<file path="config.mk">
export PLATFORM = sky130hd
export DESIGN_NAME = btn_event_gen
export DESIGN_NICKNAME = d
export VERILOG_FILES = /design/src/rtl/btn_event_gen_pkg.sv /design/src/rtl/btn_event_gen_evt_slot.sv /design/src/rtl/btn_event_gen.sv
export SDC_FILE = /design/constraint.sdc
export NUM_CORES = 1
export LEC_CHECK = 0
export ABC_AREA = 1
export CORE_MARGIN = 2
export CORE_UTILIZATION = 40
export CTS_CLUSTER_SIZE = 10
export DETAILED_ROUTE_END_ITERATION = 8
export HOLD_SLACK_MARGIN = 0.1
export SKIP_CTS_REPAIR_TIMING = 1
export SYNTH_ARGS = -nofsm -noshare
export SYNTH_HDL_FRONTEND = slang
export SYNTH_HIERARCHICAL = 1
export SYNTH_SLANG_ARGS = --single-unit
</file>
<file path="constraint.sdc">
create_clock -name clk -period 3.2 [get_ports clk]
set_clock_uncertainty 0.1 [all_clocks]
set_input_delay 0.32 -clock clk [delete_from_list [all_inputs] [get_ports clk]]
set_output_delay 0.32 -clock clk [all_outputs]
set_load 0.03 [all_outputs]
</file>
<file path="src/rtl/btn_event_gen_pkg.sv">
// Shared event codes and debounce/repeat FSM state encoding for btn_event_gen.
package btn_event_gen_pkg;

    localparam logic [1:0] EVT_NONE    = 2'b00;
    localparam logic [1:0] EVT_PRESS   = 2'b01;
    localparam logic [1:0] EVT_REPEAT  = 2'b10;
    localparam logic [1:0] EVT_RELEASE = 2'b11;

    typedef enum logic [1:0] {
        IDLE      = 2'b00,
        PRESS_CHK = 2'b01,
        HELD      = 2'b10,
        REL_CHK   = 2'b11
    } state_t;

endpackage

</file>
<file path="src/rtl/btn_event_gen_evt_slot.sv">
// One-deep valid/ready event register: press/release overwrite a stalled slot,
// repeats are discarded when the slot is stalled, and both cases raise a drop strobe.
module btn_event_gen_evt_slot
    import btn_event_gen_pkg::*;
(
    input  logic       clk,
    input  logic       rst_n,
    input  logic       post_valid,
    input  logic [1:0] post_code,
    input  logic       evt_ready,
    output logic       evt_valid,
    output logic [1:0] evt_code,
    output logic       evt_drop
);

    logic       valid_r, valid_s;
    logic [1:0] code_r, code_s;
    logic       drop_r, drop_s;

    // Next slot contents from the incoming post and the consumer handshake
    always_comb begin
        valid_s = valid_r;
        code_s  = code_r;
        drop_s  = 1'b0;
        if (post_valid) begin
            if (!valid_r || evt_ready) begin
                valid_s = 1'b1;
                code_s  = post_code;
            end else if (post_code == EVT_REPEAT) begin
                drop_s = 1'b1;
            end else begin
                code_s = post_code;
                drop_s = 1'b1;
            end
        end else if (valid_r && evt_ready) begin
            valid_s = 1'b0;
            code_s  = EVT_NONE;
        end else begin
            valid_s = valid_r;
        end
    end

    // Slot register
    always_ff @(posedge clk or negedge rst_n) begin
        if (!rst_n) begin
            valid_r <= 1'b0;
            code_r  <= EVT_NONE;
            drop_r  <= 1'b0;
        end else begin
            valid_r <= valid_s;
            code_r  <= code_s;
            drop_r  <= drop_s;
        end
    end

    assign evt_valid = valid_r;
    assign evt_code  = code_r;
    assign evt_drop  = drop_r;

endmodule

</file>
<file path="src/rtl/btn_event_gen.sv">
// Debounces a synchronised button level and emits press / auto-repeat / release
// events as one-cycle strobes and through a one-deep valid/ready slot.
module btn_event_gen
    import btn_event_gen_pkg::*;
#(
    parameter int STABLE_CNT    = 1_000_000,
    parameter int REPEAT_DELAY  = 25_000_000,
    parameter int REPEAT_PERIOD = 10_000_000,
    parameter int CNT_W         = 25
) (
    input  logic       clk,
    input  logic       rst_n,
    input  logic       btn_sync,
    output logic       btn_level,
    output logic       press_pulse,
    output logic       repeat_pulse,
    output logic       release_pulse,
    output logic       evt_valid,
    output logic [1:0] evt_code,
    input  logic       evt_ready,
    output logic       evt_drop
);

    localparam logic [CNT_W-1:0] CNT_ZERO  = {CNT_W{1'b0}};
    localparam logic [CNT_W-1:0] CNT_ONE   = CNT_W'(1);
    localparam logic [CNT_W-1:0] CNT_MAX   = {CNT_W{1'b1}};
    localparam logic [CNT_W-1:0] STAB_LAST = CNT_W'(STABLE_CNT - 1);
    localparam logic [CNT_W-1:0] REP_DLY   = CNT_W'(REPEAT_DELAY);
    localparam logic [CNT_W-1:0] REP_PER   = CNT_W'(REPEAT_PERIOD);
    localparam bit               REP_EN    = (REPEAT_DELAY != 0);

    state_t           state_r, state_s;
    logic [CNT_W-1:0] stab_cnt_r, stab_cnt_s;
    logic [CNT_W-1:0] rep_cnt_r, rep_cnt_s;
    logic             level_s;
    logic             press_s, repeat_s, release_s;
    logic             post_valid_s;
    logic [1:0]       post_code_s;

    logic             btn_level_r;
    logic             press_pulse_r, repeat_pulse_r, release_pulse_r;

    function automatic logic [CNT_W-1:0] sat_inc(input logic [CNT_W-1:0] v);
        if (v == CNT_MAX) begin
            return v;
        end else begin
            return v + CNT_ONE;
        end
    endfunction

    // Debounce FSM: next state, counters and event detection
    always_comb begin
        state_s    = state_r;
        stab_cnt_s = stab_cnt_r;
        rep_cnt_s  = rep_cnt_r;
        level_s    = btn_level_r;
        press_s    = 1'b0;
        repeat_s   = 1'b0;
        release_s  = 1'b0;
        case (state_r)
            IDLE: begin
                if (btn_sync) begin
                    state_s    = PRESS_CHK;
                    stab_cnt_s = CNT_ONE;
                end else begin
                    stab_cnt_s = CNT_ZERO;
                end
            end
            PRESS_CHK: begin
                if (!btn_sync) begin
                    state_s    = IDLE;
                    stab_cnt_s = CNT_ZERO;
                end else if (stab_cnt_r >= STAB_LAST) begin
                    state_s    = HELD;
                    stab_cnt_s = CNT_ZERO;
                    rep_cnt_s  = REP_DLY;
                    level_s    = 1'b1;
                    press_s    = 1'b1;
                end else begin
                    stab_cnt_s = sat_inc(stab_cnt_r);
                end
            end
            HELD: begin
                // The repeat timer runs on every HELD cycle, including the one that leaves for REL_CHK
                if (REP_EN && (rep_cnt_r == CNT_ZERO)) begin
                    repeat_s  = 1'b1;
                    rep_cnt_s = REP_PER;
                end else if (REP_EN) begin
                    rep_cnt_s = rep_cnt_r - CNT_ONE;
                end else begin
                    rep_cnt_s = rep_cnt_r;
                end
                if (!btn_sync) begin
                    state_s    = REL_CHK;
                    stab_cnt_s = CNT_ONE;
                end else begin
                    stab_cnt_s = CNT_ZERO;
                end
            end
            REL_CHK: begin
                if (btn_sync) begin
                    state_s    = HELD;
                    stab_cnt_s = CNT_ZERO;
                end else if (stab_cnt_r >= STAB_LAST) begin
                    state_s    = IDLE;
                    stab_cnt_s = CNT_ZERO;
                    rep_cnt_s  = CNT_ZERO;
                    level_s    = 1'b0;
                    release_s  = 1'b1;
                end else begin
                    stab_cnt_s = sat_inc(stab_cnt_r);
                end
            end
            default: begin
                state_s    = IDLE;
                stab_cnt_s = CNT_ZERO;
                rep_cnt_s  = CNT_ZERO;
                level_s    = 1'b0;
            end
        endcase
    end

    // Event post into the slot; the three sources are mutually exclusive
    always_comb begin
        post_valid_s = press_s | repeat_s | release_s;
        if (press_s) begin
            post_code_s = EVT_PRESS;
        end else if (release_s) begin
            post_code_s = EVT_RELEASE;
        end else if (repeat_s) begin
            post_code_s = EVT_REPEAT;
        end else begin
            post_code_s = EVT_NONE;
        end
    end

    // State, counters and registered strobes/level
    always_ff @(posedge clk or negedge rst_n) begin
        if (!rst_n) begin
            state_r         <= IDLE;
            stab_cnt_r      <= CNT_ZERO;
            rep_cnt_r       <= CNT_ZERO;
            btn_level_r     <= 1'b0;
            press_pulse_r   <= 1'b0;
            repeat_pulse_r  <= 1'b0;
            release_pulse_r <= 1'b0;
        end else begin
            state_r         <= state_s;
            stab_cnt_r      <= stab_cnt_s;
            rep_cnt_r       <= rep_cnt_s;
            btn_level_r     <= level_s;
            press_pulse_r   <= press_s;
            repeat_pulse_r  <= repeat_s;
            release_pulse_r <= release_s;
        end
    end

    btn_event_gen_evt_slot u_evt_slot (
        .clk        (clk),
        .rst_n      (rst_n),
        .post_valid (post_valid_s),
        .post_code  (post_code_s),
        .evt_ready  (evt_ready),
        .evt_valid  (evt_valid),
        .evt_code   (evt_code),
        .evt_drop   (evt_drop)
    );

    assign btn_level     = btn_level_r;
    assign press_pulse   = press_pulse_r;
    assign repeat_pulse  = repeat_pulse_r;
    assign release_pulse = release_pulse_r;

endmodule

</file>
# Yosys cells after proc, flatten, opt, wreduce, memory -nomap -nowiden
# Index checks and enable logic that the tools add are counted.
# totals
in_bits,4
regBits,60
wordCells,87
out_inout_bits,8
# op_classes
eq_ne,15
bitwise,2
mux,44
add_sub_neg,2
order_cmp,1
reduce_logical,13
# ops
cell,count
$mux 25,9
$pmux 25 s4,1
$pmux 25 s3,1
$mux 2,13
$add 25x1->25 const B,1
$eq 25x25->1 const B,1
$ge 25x20->1 const B,1
$logic_not 25->1,1
$sub 25x1->25 const B,1
$mux 1,18
$ne 2x2->1 const B,6
$reduce_and 5->1,2
$pmux 2 s4,1
$eq 2x2->1 const B,3
$ne 3x3->1 const B,2
$reduce_and 2->1,2
$reduce_and 4->1,1
$reduce_bool 2->1,2
$ne 3x2->1 const B,1
$reduce_bool 3->1,1
$eq 2x1->1 const B,1
$logic_not 2->1,1
$ne 2x1->1 const B,1
$or 1x1->1,2
4 further kinds,4

# Logic depth before layout (Yosys ltp)
# Gate-level depths: netlist (run 1).
# logic_depth
depth_word,10
ltp_mapped,15
ltp_nobuf,15

# By module
# The synthesis (run 1) kept the hierarchy.
# modules_own_cells
mod,seq_area_each_um2,instances,area_each_um2,cells_each
btn_event_gen,1401.3,1,3683.5,548
btn_event_gen_evt_slot,100.1,1,190.2,24

# Worst setup path after synthesis (run 1)
# No wires, ideal clock.
# synth_path
kind,register to register
from,reg rep_cnt_r[0]
to,"reg u_evt_slot.code_r[1], in the netlist u_evt_slot/evt_code[1]"
path_buffers,0
setup_slack_ns,1.148
required_ns,2.983
arrival_time_ns,1.835
setup_time_ns,0.117
path_stages_with_launch,14
period_less_slack_ns,2.052
path_cell_list,dfrtp_1 inv_1 ha_1 nand2_1 nor2_2 nand3_1 nor2_2 nand2_1 a21oi_1 nand2_1 nand2_1 nand2_1 nand2_1 nand2_1
# synth_between
elab_chain_cells,9
elab_cells_between_ends,15
classes_between,2 x eq/ne; 8 x mux; 2 x bitwise; 3 x reduce/logical
# synth_rtl
element,line_no,rtl
"start, declared",btn_event_gen.sv:34,"logic [CNT_W-1:0] rep_cnt_r, rep_cnt_s;"
"start signal, assigned",btn_event_gen.sv:150,rep_cnt_r <= rep_cnt_s;
$logic_not 25->1 *,btn_event_gen.sv:85,if (REP_EN && (rep_cnt_r == CNT_ZERO)) begin
$mux 1 *,btn_event_gen.sv:85,
$mux 1 *,btn_event_gen.sv:60,case (state_r)
$mux 2 *,btn_event_gen.sv:130,end else if (repeat_s) begin
$mux 2 *,btn_event_gen.sv:128,end else if (release_s) begin
$mux 2 *,btn_event_gen.sv:126,if (press_s) begin
named net post_code_s[1],btn_event_gen.sv:38,logic [1:0] post_code_s;
$eq 2x2->1 or $mux 2 (tied branches),btn_event_gen_evt_slot.sv:29,end else if (post_code == EVT_REPEAT) begin
$ne 3x2->1 (no source line) or $mux 2 (tied branches),--,
$reduce_and 2->1 (no source line) or $mux 2 (tied branches),--,
"end signal, assigned",btn_event_gen_evt_slot.sv:51,code_r <= code_s;
"end, declared",btn_event_gen_evt_slot.sv:17,"logic [1:0] code_r, code_s;"
# Mark *: on every way through the listed nets, which the timed path passes. The rest lies on a longest branch. The select of a mux whose other input is x is not followed.
# A chain may end at the register's enable or synchronous reset.

# Worst setup path in the final report (run 1)
# Same ends and word-level chain as after synthesis.

==> results.yml, run 1 <==
clocking:
  clkTransAtPathRegs_ns: 0.06
  cts_tree: "done"
  cts_buffer_depth: 2
  cts_sinks: 60
  clk_latency_ns: 0.34
  cts_inserted_buffers: 9
  root_buffer: "clkbuf_8"
  h-tree-depth: 3
timing:
  finalCritPeriodShare_pct: 77.1
  finalSetupViolations: 0
  tns_ns: 0
  max_freq_ghz: 0.405
  tightest_slew_ns: 0.683
  slew_violations: 0
  relSlewSlack_pct: 54.4
  fin_crit_ns: 2.47
  rsz0062_at_grt: "no"
  hold_violations: 0
power_and_ir_drop:
  cellPowerDensity_mw_per_mm2: 842
  power_leakage_nw: 2.05
  vdd_drop_max_v: 0.000374
drt:
  drtIter0Drc: 170
  drc: 0
  first_pass_iters: 4
  wirelength_mm: 8.96
  dr_total_vias: 3575
  ant_nets: 0
  viasPerCell: 4.94
  wl_per_cell_um: 12.4
synthesis:
  ys_types: 31
  synth_top_family_by_area: "simple AND/OR/NAND/NOR gates"
  ys_ff_latch: 60
  yosysSeqAreaShare_pct: 38.8
  synthSimpleGateAreaFrac_pct: 42.6
  yosys.area_share.adder_pct: 2.26
  ys_warn_count: 6
  muxShareOfSynthArea_pct: 0
  synth_xor_area_share_pct: 3.62
  syn_inst: 572
  synth_compound_area_share_pct: 4.84
  synth.avg_cell_area_sq_um: 6.77
  netlist_area_sq_mm: 0.00387
global_route:
  grt_max_degree: 32
  grt_antenna_before_repair: 0
  grt_pass1_wl_mm: 15.9
  grt_pass1_vias: 3366
  globalRoute.totalOverflow: 0
  grt_use_total_pct: 19.2
setup_path:
  cp_max_fo: 6
  arrival_ns: 2.59
  cp_slowest_cell: "dfrtp_1"
  crit_chain: "inv_1 > ha_1 > nand2_1 > nor2_2 > nand3_1 > nor2_2 > nand2_1 > a21oi_1 > nand2_1 > nand2_1 > nand2_1 > nand2_1 > nand2_1"
  crit_family: "simple AND/OR/NAND/NOR gates"
  startpoint_type: "register"
  worst_path_largest_cell_delay_ns: 0.40
  crit_type: "reg2reg"
  end_kind: "register"
  required_ns: 3.32
  cpMostUsedCell: "nand2_1"
  critPathBufInv: 1
floorplanning:
  start_util_pct: 41.5
  core_region_area_sq_mm: 0.00933
  die_h_um: 102
  ios: 12
  row_count: 35
  die_x_um: 102
  dieArea_sq_mm: 0.0105
cells_and_area:
  layout-drive-gt1-share_pct: 5.72
  diodes: 0
  syn_to_final_growth_pct: 10.4
  fin_area_sq_mm: 0.00428
  finish.net_count: 602
placement:
  postPlaceCellArea_sq_mm: 0.00411
  place_congestion: 0.899
  dp_hpwl_mm: 6.60
  port_buffers: 11
run_status:
  status: "finished clean"
flow_run:
  maxCapViolCount: 0
hold_path:
  hp-class: "reg2reg"
-- worst paths after layout --
check	start	end	slack, ns	depth (start not counted)
min in group asynchronous	rst_n	stab_cnt_r[18]$_DFF_PN0_	0.45	2
max reg2reg	rep_cnt_r[0]$_DFFE_PN0P_	u_evt_slot/evt_code[1]$_DFFE_PN0P_	0.73	13
max in group asynchronous	rst_n	rep_cnt_r[14]$_DFFE_PN0P_	1.68	3
max	rep_cnt_r[0]$_DFFE_PN0P_	u_evt_slot/evt_code[1]$_DFFE_PN0P_	0.73	13
min	rep_cnt_r[1]$_DFFE_PN0P_	rep_cnt_r[1]$_DFFE_PN0P_	0.39	2
min reg2reg	rep_cnt_r[1]$_DFFE_PN0P_	rep_cnt_r[1]$_DFFE_PN0P_	0.39	2
-- stage by stage --
stage,std cells,utilization [%],total power [mW],hold slack [ns],setup WS [ns]
2_1_floorplan,576,-,2.62,-0.0756,1.15
3_3_place_gp,708,44.0,3.01,0.292,0.947
3_5_place_dp,708,44.0,3.02,0.297,0.804
4_1_cts,722,45.7,3.62,-0.0697,0.755
5_1_grt,723,45.8,3.98,0.421,0.440
6_report,723,45.8,3.60,0.395,0.732
-- layout make-up --
class                   count  area [sq um]
clock buffers              12           145
clock inverters             2          12.5
fillers                   975          5050
inverters                  64           240
multi-input cells         442          2080
flip-flops and latches     60          1500
well taps                 129           161
repair buffers             14           130
-- worst min-delay path: cells and delay by family, from the launching register on --
family | cells | cell delay, ns
simple gates | 2 | 0.11
flops | 1 | 0.35
-- registers in the layout, indices dropped and copies added (netlist names), named ones only --
signal and count:
rep_cnt_r 25, stab_cnt_r 25, u_evt_slot/evt_code 2, btn_level 1, press_pulse 1, release_pulse 1
repeat_pulse 1, state_r 1, u_evt_slot/evt_drop 1, u_evt_slot/evt_valid 1
-- cell families (layout without fill, tap and decap cells) --
| logic type | after synthesis | count (layout) |
|---|---|---|
| adder cells (fa/ha/maj) | 7 | 7 |
| AO/OA/AOI/OAI | 32 | 32 |
| flip-flops | 60 | 60 |
| AND/OR/NAND/NOR | 382 | 382 |
| buffers and inverters | 74 | 92 |
| other | 1 | 5 |
| XOR/XNOR | 16 | 16 |
-- report_power, final --
group	internal [mW]	switching, mW	total (mW)
registers	0.953	0.215	1.17
clock network	0.293	0.288	0.581
logic	0.620	1.23	1.85
-- routing by layer --
layer,wire (um),global-route usage (%)
met1,4660,27.2
met2,3920,29.6
met3,301,4.58
met4,76,4.82
met5,0,0
-- layout by cell type (no fill, tap or decap), drive strengths merged, types with 3 or more instances in the layout --
cell type        n
a21oi           13
ha               7
nand2          182
nor2           100
inv             64
xor2             8
o21ai           10
o21bai           5
nand3           71
nor3            12
conb             5
nand4           12
clkdlybuf4s50   10
clkbuf          12
buf              3
dfrtp           60
xnor2            8
-- synthesized netlist by cell type --
cell type  count  area [sq um]
ha_1           7          87.6
nor4_1         1          6.26
clkbuf_1       4          15.0
nor3_1        12          60.1
buf_4          2          15.0
o21ai_0       10          50.1
dfrtp_1       60          1500
nand3_1       69           345
a21boi_0       1          7.51
nand3b_1       2          15.0
nand2_2        4          25.0
a21oi_2        2          17.5
xor2_1         8          70.1
and3_1         2          12.5
nand3_2        2          20.0
nand2_1      175           657
inv_1         62           233
nor2_4         2          22.5
a31oi_1        2          12.5
nand2_4        3          33.8
nor2_1        94           353
nand4_1       12          75.1
buf_6          2          22.5
conb_1         1          3.75
a21oi_1       11          55.1
buf_2          2          10.0
nor2_2         4          25.0
o21a_1         1          7.51
inv_2          2          7.51
xnor2_1        8          70.1
o21bai_1       5          37.5
Note: power is estimated with default switching activity, not from simulation.
==> inputs of run 2 (changes only) <==
==> constraint.sdc (replaced) <==
create_clock -name clk -period 2.1 [get_ports clk]
set_clock_uncertainty 0.1 [all_clocks]
set_input_delay 0.21 -clock clk [delete_from_list [all_inputs] [get_ports clk]]
set_output_delay 0.21 -clock clk [all_outputs]
set_load 0.03 [all_outputs]
==> run 2 against run 1 <==
Fmax grew 24%. Critical path depth fell by 2. First-iteration DRC count grew 33%. Non-clock buffer count increased by 28. Sequential power increased by 49%. Cell count grew 4.4%.
==> results.yml, run 2 (synthesis gave the netlist of run 1 again) <==
power_and_ir_drop:
  finalPower_mw: 6.27
  vdd_drop_max_v: 0.000718
  power_leakage_nw: 2.25
  cellPowerDensity_mw_per_mm2: 1330
clocking:
  cts_inserted_buffers: 9
  root_buffer: "clkbuf_8"
  cts_sinks: 60
  clkTransAtPathRegs_ns: 0.08
  cts_tree: "done"
  cts_buffer_depth: 2
  clk_latency_ns: 0.35
  h-tree-depth: 3
setup_path:
  r2r_end: "rep_cnt_r[24]$_DFFE_PN0P_"
  cp_max_fo: 13
  arrival_ns: 2.13
  startpoint_type: "register"
  crit_type: "reg2reg"
  r2r_start: "stab_cnt_r[3]$_DFF_PN0_"
  reg2reg_slack_ns: 0.10
  required_ns: 2.23
  rr_worst_depth: 11
  end_kind: "register"
cells_and_area:
  syn_to_final_growth_pct: 22.0
  layout_common_cells: "nand2_1 (171), nor2_1 (86), nand3_1 (66), inv_1 (61), dfrtp_1 (58)"
  finish.net_count: 632
  final_common_cell: "nand2_1"
  diodes: 0
  layout-drive-gt1-share_pct: 14.4
  fillers: 966
  regArea_sq_mm: 0.00150
  multi_input_area_sq_mm: 0.00224
  post-route-util_pct: 50.7
drt:
  wirelength_mm: 9.74
  drtIter0Drc: 226
  first_pass_iters: 5
  dr_total_vias: 3768
  wl_per_cell_um: 12.9
  ant_nets: 0
  viasPerCell: 4.99
  drc: 0
placement:
  place_congestion: 0.881
  dp_hpwl_mm: 6.88
  port_buffers: 11
floorplanning:
  die_x_um: 102
  core_region_area_sq_mm: 0.00933
  die_h_um: 102
  start_util_pct: 41.5
  dieArea_sq_mm: 0.0105
  row_count: 35
  ios: 12
timing:
  finalCritPeriodShare_pct: 95.1
  tightest_slew_ns: 0.507
  slew_violations: 0
  max_freq_ghz: 0.501
  relSlewSlack_pct: 66.2
  fin_crit_ns: 2.00
  hold_violations: 0
  tns_ns: 0
  rsz0062_at_grt: "yes"
  finalSetupViolations: 0
global_route:
  grt_antenna_before_repair: 0
  globalRoute.totalOverflow: 0
  grt_pass1_vias: 3545
  grt_use_total_pct: 19.6
  grt_max_degree: 61
  grt_pass1_wl_mm: 16.4
hold_path:
  hp-class: "in2async"
run_status:
  status: "finished clean"
flow_run:
  maxCapViolCount: 0
[run 2: stage by stage]
stage / setup slack [ns] / hold slack, ns / instance area (sq um) / std cells
2_1_floorplan: 0.0476 / -0.186 / 3890 / 576
3_3_place_gp: 0.116 / 0.144 / 4300 / 730
3_5_place_dp: 0.0695 / 0.146 / 4300 / 730
4_1_cts: 0.0394 / -0.244 / 4510 / 746
5_1_grt: -0.0228 / 0.341 / 4720 / 755
6_report: 0.102 / 0.301 / 4720 / 755
[run 2: power by group]
part	internal [mW]	total, mW	leakage (nW)	switching (mW)
clock	0.663	1.14	0.109	0.481
sequential	1.45	1.74	0.781	0.289
combinational	1.24	3.39	1.36	2.15
total	3.36	6.27	2.25	2.92
[run 2: worst max-delay path by stage]
stage,startpoint,end,slack [ns],cells past startpoint
3_3_place_gp,stab_cnt_r[11]$_DFF_PN0_,u_evt_slot/evt_code[1]$_DFFE_PN0P_,0.12,14
6_report,stab_cnt_r[3]$_DFF_PN0_,rep_cnt_r[24]$_DFFE_PN0P_,0.10,11
5_1_grt,stab_cnt_r[1]$_DFF_PN0_,stab_cnt_r[18]$_DFF_PN0_,-0.02,12
3_5_place_dp,rep_cnt_r[0]$_DFFE_PN0P_,u_evt_slot/evt_code[1]$_DFFE_PN0P_,0.07,13
4_1_cts,rep_cnt_r[0]$_DFFE_PN0P_,u_evt_slot/evt_code[1]$_DFFE_PN0P_,0.04,13
2_1_floorplan,rep_cnt_r[0]$_DFFE_PN0P_,u_evt_slot/evt_code[1]$_DFFE_PN0P_,0.05,13
[run 2: per-layer routing]
layer	vias to the layer above	part of all wire (%)	track usage, %
met4	0	1.6	7.18
met5	-	0	0
met1	1750	50	27.9
met3	17	4.2	2.94
li1	1918	-	-
met2	83	44	30.4
[run 2: layout make-up]
cell class | count | area share (%)
clock inverter | 7 | 1.93
multi-input combinational | 444 | 47.4
tap | 129 | 3.42
clock buffer | 9 | 2.62
inverter | 64 | 5.08
timing repair buffer | 42 | 7.73
sequential | 60 | 31.8
[run 2: critical path: stages, from the launching register on]
cell,delay [ns]
dfrtp_1,0.45
inv_1,0.10
nor2_2,0.14
nand2_1,0.11
nand3_1,0.09
nand3_1,0.15
nand3_4,0.16
nand2_2,0.11
nand2_8,0.15
nand2_4,0.15
nand2_1,0.10
nand2_1,0.05
==> inputs of run 3 (changes only) <==
--- a/config.mk
+++ b/config.mk
@@ -11,6 +11,8 @@
 export CTS_CLUSTER_SIZE = 10
 export DETAILED_ROUTE_END_ITERATION = 8
 export HOLD_SLACK_MARGIN = 0.1
+export MAX_ROUTING_LAYER = met4
+export SETUP_SLACK_MARGIN = 0.15
 export SKIP_CTS_REPAIR_TIMING = 1
 export SYNTH_ARGS = -nofsm -noshare
 export SYNTH_HDL_FRONTEND = slang
==> run 3 against run 2 <==
Fmax increased by 1.4%. Cell area increased by 4.7%. Register-to-register slack improved by 0.03 ns. Sequential power about the same. Largest power group unchanged. Worst hold slack improved by 0.0071 ns. Combinational power increased by 12%. Wire length increased by 7.4%. Non-clock buffer count increased by 14. First-iteration DRC count increased by 27%.
==> results.yml, run 3 (synthesis gave the netlist of run 1 again) <==
run_status:
  status: "finished clean"
clocking:
  clkTransAtPathRegs_ns: 0.07
  cts_tree: "done"
  root_buffer: "clkbuf_8"
  h-tree-depth: 3
  cts_buffer_depth: 2
  clk_latency_ns: 0.35
  cts_inserted_buffers: 9
  cts_sinks: 60
timing:
  finalSetupViolations: 0
  slew_violations: 0
  tns_ns: 0
  finalWorstSetupSlack_ns: 0.130
  finalCritPeriodShare_pct: 93.8
  max_freq_ghz: 0.508
  hold_violations: 0
  fin_crit_ns: 1.97
  hold_ws_ns: 0.308
  rsz0062_at_grt: "yes"
drt:
  drtIter0Drc: 288
  wirelength_mm: 10.5
  dr_total_vias: 3850
  viasPerCell: 5.00
  wl_per_cell_um: 13.6
  drc: 0
  ant_nets: 0
  first_pass_iters: 5
floorplanning:
  die_x_um: 102
  start_util_pct: 41.5
  die_h_um: 102
  row_count: 35
  dieArea_sq_mm: 0.0105
  ios: 12
  core_region_area_sq_mm: 0.00933
cells_and_area:
  final_common_cell: "nand2_1"
  syn_to_final_growth_pct: 27.7
  fin_area_sq_mm: 0.00495
  layout_common_cells: "nand2_1 (167), nor2_1 (81), nand3_1 (61), inv_1 (58), dfrtp_1 (56)"
  fin_cells: 770
  diodes: 0
  layout-drive-gt1-share_pct: 20.0
  post-route-util_pct: 53.0
  finish.net_count: 647
global_route:
  grt_pass1_wl_mm: 16.3
  use_met3_pct: 2.87
  grt_pass1_vias: 3449
  grt_use_met1_pct: 29.2
  grt_use_total_pct: 20.4
  grt_max_degree: 61
  grt_antenna_before_repair: 0
  use_met2_pct: 28.9
  globalRoute.totalOverflow: 0
  grt.busiest_layer: "met1"
power_and_ir_drop:
  vdd_drop_max_v: 0.000566
  finalPower_mw: 6.60
  combPwrFrac_pct: 57.2
  cellPowerDensity_mw_per_mm2: 1330
  p_switching_mw: 3.08
  power_leakage_nw: 2.34
  switching_share_pct: 46.7
  p_seq_share_pct: 26.3
  p_int_mw: 3.52
  p_clk_share_pct: 16.5
setup_path:
  arrival_ns: 2.11
  crit_type: "reg2reg"
  r2r_start: "stab_cnt_r[11]$_DFF_PN0_"
  required_ns: 2.24
  end_kind: "register"
  startpoint: "stab_cnt_r[11]$_DFF_PN0_"
  cp_max_fo: 5
  startpoint_type: "register"
placement:
  place_congestion: 0.923
  port_buffers: 11
  dp.cells: 736
  postPlaceCellArea_sq_mm: 0.00435
  dp_hpwl_mm: 6.99
  preCtsSetupSlack_ns: 0.106
flow_run:
  maxCapViolCount: 0
hold_path:
  hp-class: "in2async"
[run 3: metal layers]
layer  up-vias  routed length (um)
met5         -                   0
met4         0                 174
met3        16                 677
met2       118                4480
met1      1771                5120
li1       1945                   -
[run 3: critical path, stage by stage, from the launching register on]
cell     delay [ns]
dfrtp_2        0.45
nor2_2         0.15
nand2_1        0.06
nand2_1        0.06
nand2_1        0.07
a21oi_2        0.21
nand3_4        0.12
nand3_2        0.12
nand3_2        0.14
inv_2          0.10
nand2_2        0.06
nand2_2        0.06
nand2_1        0.05
nand2_1        0.06
nand2_1        0.05
[run 3: area by class of cell]
class,instances,area (sq um)
Sequential cell,60,1510
Tap cell,129,161
Clock inverter,4,47.5
Inverter,64,240
Clock buffer,12,155
Multi-Input combinational cell,445,2320
Fill cell,909,4380
Timing Repair Buffer,56,517
[run 3: path summary, 6_finish.rpt]
check                                                      to  slack [ns]  cells past startpoint
setup / recovery           u_evt_slot/evt_code[1]$_DFFE_PN0P_        0.13                     14
hold / removal                       stab_cnt_r[17]$_DFF_PN0_        0.31                      3
setup reg to reg           u_evt_slot/evt_code[1]$_DFFE_PN0P_        0.13                     14
hold reg to reg                      rep_cnt_r[1]$_DFFE_PN0P_        0.41                      2
max in group asynchronous            stab_cnt_r[10]$_DFF_PN0_        1.31                      3
min in group clk             u_evt_slot/evt_valid$_DFFE_PN0P_        0.40                      4
[run 3: power by group through the flow]
stage	Clock (mW)	Sequential, mW	Combinational (mW)
finish	1.09	1.73	3.78
detailed placement	0	1.73	3.23
global route	1.16	1.77	4.17
global placement	0	1.73	3.20
floorplan	0	1.78	2.26
CTS	1.11	1.71	3.26
